--- src/rtl/hazard_tag_pipeline.sv ---
// rtl/hazard_tag_pipeline.sv - destination-tag pipeline with load-use/memory-wait hazard control (optional HAZ_STATS_EN counters)
module hazard_tag_pipeline #(
    parameter int REG_ADDR_W  = 5,
    parameter int STALL_CNT_W = 16
) (
    input  logic                  clk,
    input  logic                  rst_n,
    input  logic                  id_valid,
    input  logic [REG_ADDR_W-1:0] id_rs1,
    input  logic [REG_ADDR_W-1:0] id_rs2,
    input  logic                  id_use_rs1,
    input  logic                  id_use_rs2,
    input  logic [REG_ADDR_W-1:0] id_rd,
    input  logic                  id_regwrite,
    input  logic                  id_memread,
    input  logic                  ex_flush,
    input  logic                  exm_mem_req,
    input  logic                  mem_ready,
    output logic                  stall_if_id,
    output logic                  bubble_id_ex,
    output logic                  freeze_pipe,
    output logic [REG_ADDR_W-1:0] idex_rd,
    output logic [REG_ADDR_W-1:0] exm_rd,
    output logic [REG_ADDR_W-1:0] mwb_rd,
    output logic                  idex_regwrite,
    output logic                  exm_regwrite,
    output logic                  mwb_regwrite,
    output logic                  idex_memread,
    output logic [1:0]            state
`ifdef HAZ_STATS_EN
    ,
    output logic [STALL_CNT_W-1:0] ldstall_cnt,
    output logic [STALL_CNT_W-1:0] mwait_cnt,
    output logic [STALL_CNT_W-1:0] flush_cnt
`endif
);

    localparam logic [1:0] ST_RUN   = 2'b00;
    localparam logic [1:0] ST_LDUSE = 2'b01;
    localparam logic [1:0] ST_MWAIT = 2'b10;

    logic rs1_hit;
    logic rs2_hit;
    logic ldhaz;
    logic mwait;
    logic flush_win;
    logic ldhaz_win;
    logic idex_load_bubble;

    always_comb begin
        rs1_hit          = id_use_rs1 && (id_rs1 == idex_rd);
        rs2_hit          = id_use_rs2 && (id_rs2 == idex_rd);
        ldhaz            = idex_memread && (idex_rd != '0) && id_valid && (rs1_hit || rs2_hit);
        mwait            = exm_mem_req && !mem_ready;
        flush_win        = ex_flush && !mwait;
        ldhaz_win        = ldhaz && !mwait && !ex_flush;
        idex_load_bubble = ex_flush || ldhaz || !id_valid;
    end

    // Gated by rst_n so a reset mid-wait drops the controls even while request inputs stay high
    assign freeze_pipe  = rst_n && mwait;
    assign stall_if_id  = rst_n && (mwait || ldhaz_win);
    assign bubble_id_ex = rst_n && (flush_win || ldhaz_win);

    always_ff @(posedge clk or negedge rst_n) begin
        if (!rst_n) begin
            idex_rd       <= '0;
            idex_regwrite <= 1'b0;
            idex_memread  <= 1'b0;
            exm_rd        <= '0;
            exm_regwrite  <= 1'b0;
            mwb_rd        <= '0;
            mwb_regwrite  <= 1'b0;
            state         <= ST_RUN;
        end else if (mwait) begin
            mwb_rd        <= '0;
            mwb_regwrite  <= 1'b0;
            state         <= ST_MWAIT;
        end else begin
            mwb_rd        <= exm_rd;
            mwb_regwrite  <= exm_regwrite;
            exm_rd        <= idex_rd;
            exm_regwrite  <= idex_regwrite;
            if (idex_load_bubble) begin
                idex_rd       <= '0;
                idex_regwrite <= 1'b0;
                idex_memread  <= 1'b0;
            end else begin
                idex_rd       <= id_rd;
                idex_regwrite <= id_regwrite && (id_rd != '0);
                idex_memread  <= id_memread;
            end
            state <= ldhaz_win ? ST_LDUSE : ST_RUN;
        end
    end

`ifdef HAZ_STATS_EN
    always_ff @(posedge clk or negedge rst_n) begin
        if (!rst_n) begin
            ldstall_cnt <= '0;
            mwait_cnt   <= '0;
            flush_cnt   <= '0;
        end else begin
            if (ldhaz_win && !(&ldstall_cnt)) ldstall_cnt <= ldstall_cnt + 1'b1;
            if (mwait && !(&mwait_cnt))       mwait_cnt   <= mwait_cnt + 1'b1;
            if (flush_win && !(&flush_cnt))   flush_cnt   <= flush_cnt + 1'b1;
        end
    end
`endif

endmodule

--- config.mk ---
export PLATFORM = sky130hd
export DESIGN_NAME = hazard_tag_pipeline
export DESIGN_NICKNAME = d
export VERILOG_FILES = /design/src/rtl/hazard_tag_pipeline.sv
export SDC_FILE = /design/constraint.sdc
export NUM_CORES = 1
export LEC_CHECK = 0
export ABC_AREA = 1
export CAP_MARGIN = 15
export CORE_UTILIZATION = 44
export DETAILED_ROUTE_END_ITERATION = 8
export PLACE_DENSITY_LB_ADDON = 0.1
export SYNTH_ARGS = -nofsm -noshare
export SYNTH_HDL_FRONTEND = slang
export SYNTH_SLANG_ARGS = --single-unit
--- constraint.sdc ---
create_clock -name clk -period 2.2 [get_ports clk]
set_input_delay 0.44 -clock clk [delete_from_list [all_inputs] [get_ports clk]]
set_output_delay 0.44 -clock clk [all_outputs]
set_load 0.005 [all_outputs]
==> flow_summary.yaml <==
run_status:
  status: "complete, no violations"
clock_tree:
  path_clk_slew_ps: 110
  cts_sinks: 21
  cts_tree: "done"
  cts_hold_buf: 0
  cts_root_buf: "clkbuf_4"
  cts_made_buffers: 3
  cts_max_path_buffers: 2
  htreeDepth: 1
  clkLatencyLatePin_ps: 290
worst_setup_path:
  start_kind: "primary input"
  critPathMaxFanout: 2
  crit_path_end_kind: "primary output"
  required_ps: 1760
  path_class: "in -> out"
  arrival_ps: 1680
die:
  die_y_um: 52.2
  start_util_pct: 48.3
  io_pins: 49
  die_area_um2: 2730
  fp.dieW_um: 52.2
  rows: 17
  core-area_um2: 2300
synth:
  netlist_top_cells_count: "nand2_1, inv_1, nor2_1"
  syn-num-nets: 181
  ys.flop_type: "dfrtp_1"
  synth.area.top_cells: "dfrtp_1, nand2_1, inv_1"
  syn_area_um2: 1110
  synthCells: 156
  synth_top_cell_by_area: "dfrtp_1"
  synth-seq-area-share_pct: 47.4
  syn_avg_cell_area_um2: 7.11
  synth.top_cell.area_share_pct: 47.4
  yosysUniqueCellTypes: 16
  async_reset_ff_share_pct: 100
  ys_warn_count: 0
  synth_edf_count: 0
  synth_most_common_cell: "nand2_1"
  ys_ff_latch: 21
global_route:
  overflow: 0
  antenna_found_initial: 0
  grt_max_degree: 19
  grt.total_usage_pct: 22.6
  grt_pass1_wl_mm: 4.64
  grt_pass1_vias: 1163
pwr:
  p_per_area_nw_per_um2: 463
  ir_drop_mv: 0.334
  p_leak_nw: 0.945
  total_power_mw: 0.798
timing:
  slew_headroom_pct: 81.8
  fin_skew_ps: 3.40
  max_freq_mhz: 471
  finalCriticalPeriod_ps: 2120
  setup_viol: 0
  worst_pin_slew_ps: 273
  min_period_over_period_pct: 96.5
  slew_viol_final: 0
  hold_viol_final: 0
  hold_ws_ps: 521
  rsz0062_at_grt: "no"
routing:
  vias: 1133
  final_antenna_net_count: 0
  wl_per_cell_um: 11.3
  routed_via_density: 4.68
  drt_iter0_drc: 29
  route.final.wire_length_mm: 2.73
  drc: 0
  firstDrtPassIters: 4
placed_design:
  hpwl_mm: 2.20
  io_buffers: 48
  dp_cells: 237
  gp_congestion: 0.888
finish:
  syn_to_final_growth_pct: 55.4
  final_cell_count_no_fill: 242
  final_nets: 240
  antennaDiodeCount: 0
  final_util_pct: 75.1
  drive_gt1_share_pct: 15.0
run:
  drv_cap: 0
min_path:
  hp-class: "in -> async"
-- critical path, stage by stage --
cell and delay, ps:
clkdlybuf4s50_1 500, inv_1 50, nand2_1 50, nand2_1 60, nor2_2 100, nand3_2 90
nand2_2 100, nand3_2 70, a21oi_2 110, buf_2 110
-- cell type report --
| cell class | count | area (µm²) |
|---|---|---|
| inverter | 32 | 120 |
| tap | 28 | 35.0 |
| sequential | 21 | 526 |
| multi-input combinational | 99 | 462 |
| clock buffer | 4 | 26.3 |
| timing repair buffer | 58 | 556 |
| fill | 187 | 573 |
-- metal layers --
metal | part of all wire, % | GRT usage (%) | up-vias
met5 | 0 | 0 | -
met4 | 0.99 | 7.46 | 0
met3 | 4.6 | 3.19 | 4
met2 | 50 | 41.0 | 32
met1 | 44 | 27.2 | 512
li1 | - | - | 585
-- stage by stage --
| step | TNS, ps | setup WS (ps) | area, µm² |
|---|---|---|---|
| 6_report | 0 | 77.7 | 1720 |
| 3_3_place_gp | -706 | -335 | 1670 |
| 2_1_floorplan | 0 | 738 | 1110 |
| 3_5_place_dp | -863 | -416 | 1670 |
| 5_1_grt | 0 | 0.0991 | 1720 |
| 4_1_cts | 0 | 2.38 | 1700 |
-- path summary, 6_finish.rpt --
kind,depth (start not counted),start,end,slack (ps)
max,10,id_rs2[2],stall_if_id,80
min in group clk,2,exm_regwrite$_DFFE_PN0N_,mwb_regwrite$_DFF_PN0_,520
max reg2reg,10,idex_rd[4]$_DFFE_PN0N_,idex_rd[2]$_DFFE_PN0N_,760
max in group asynchronous,2,rst_n,mwb_rd[1]$_DFF_PN0_,1410
min reg2reg,2,exm_regwrite$_DFFE_PN0N_,mwb_regwrite$_DFF_PN0_,520
min,2,rst_n,idex_regwrite$_DFFE_PN0N_,520
-- state kept, by name, summed over array words and instances (netlist names) --
signal	flops
exm_rd	5
idex_rd	5
mwb_rd	5
state	2
exm_regwrite	1
idex_memread	1
idex_regwrite	1
mwb_regwrite	1
-- timing repair --
action / 4_1_cts / 5_1_grt
buffers inserted: 0 / 1
pin swaps: 3 / 6
endpoints found under the setup margin: 3 / 3
resized for setup: 13 / 6
-- cells by family after synthesis --
group / count (synthesis) / synth area share, %
AOI/OAI and AO/OA: 8 / 4.28
and+or+nand+nor: 91 / 35.1
DFF: 21 / 47.4
buffers and inverters: 36 / 13.3
-- cells in the final DEF (no fill, tap or decap) --
cell type	instances
inv_1	27
nand3_2	2
nand2_2	1
nor2_2	4
nand3_1	4
clkbuf_4	3
nor2_4	1
nand4_1	8
buf_2	2
nand2_4	1
nor3_2	1
nor2_1	19
a21oi_2	2
clkbuf_1	1
inv_2	5
nor3_1	1
nand2_1	49
clkdlybuf4s50_1	42
dfrtp_1	21
o21ai_0	6
dlymetal6s2s_1	4
buf_4	10
-- report_power, final --
group	internal, mW	switching [mW]
combinational	0.110	0.0863
clock	0.0705	0.110
sequential	0.406	0.0159
No activity file was read; power rests on OpenSTA's default activity.
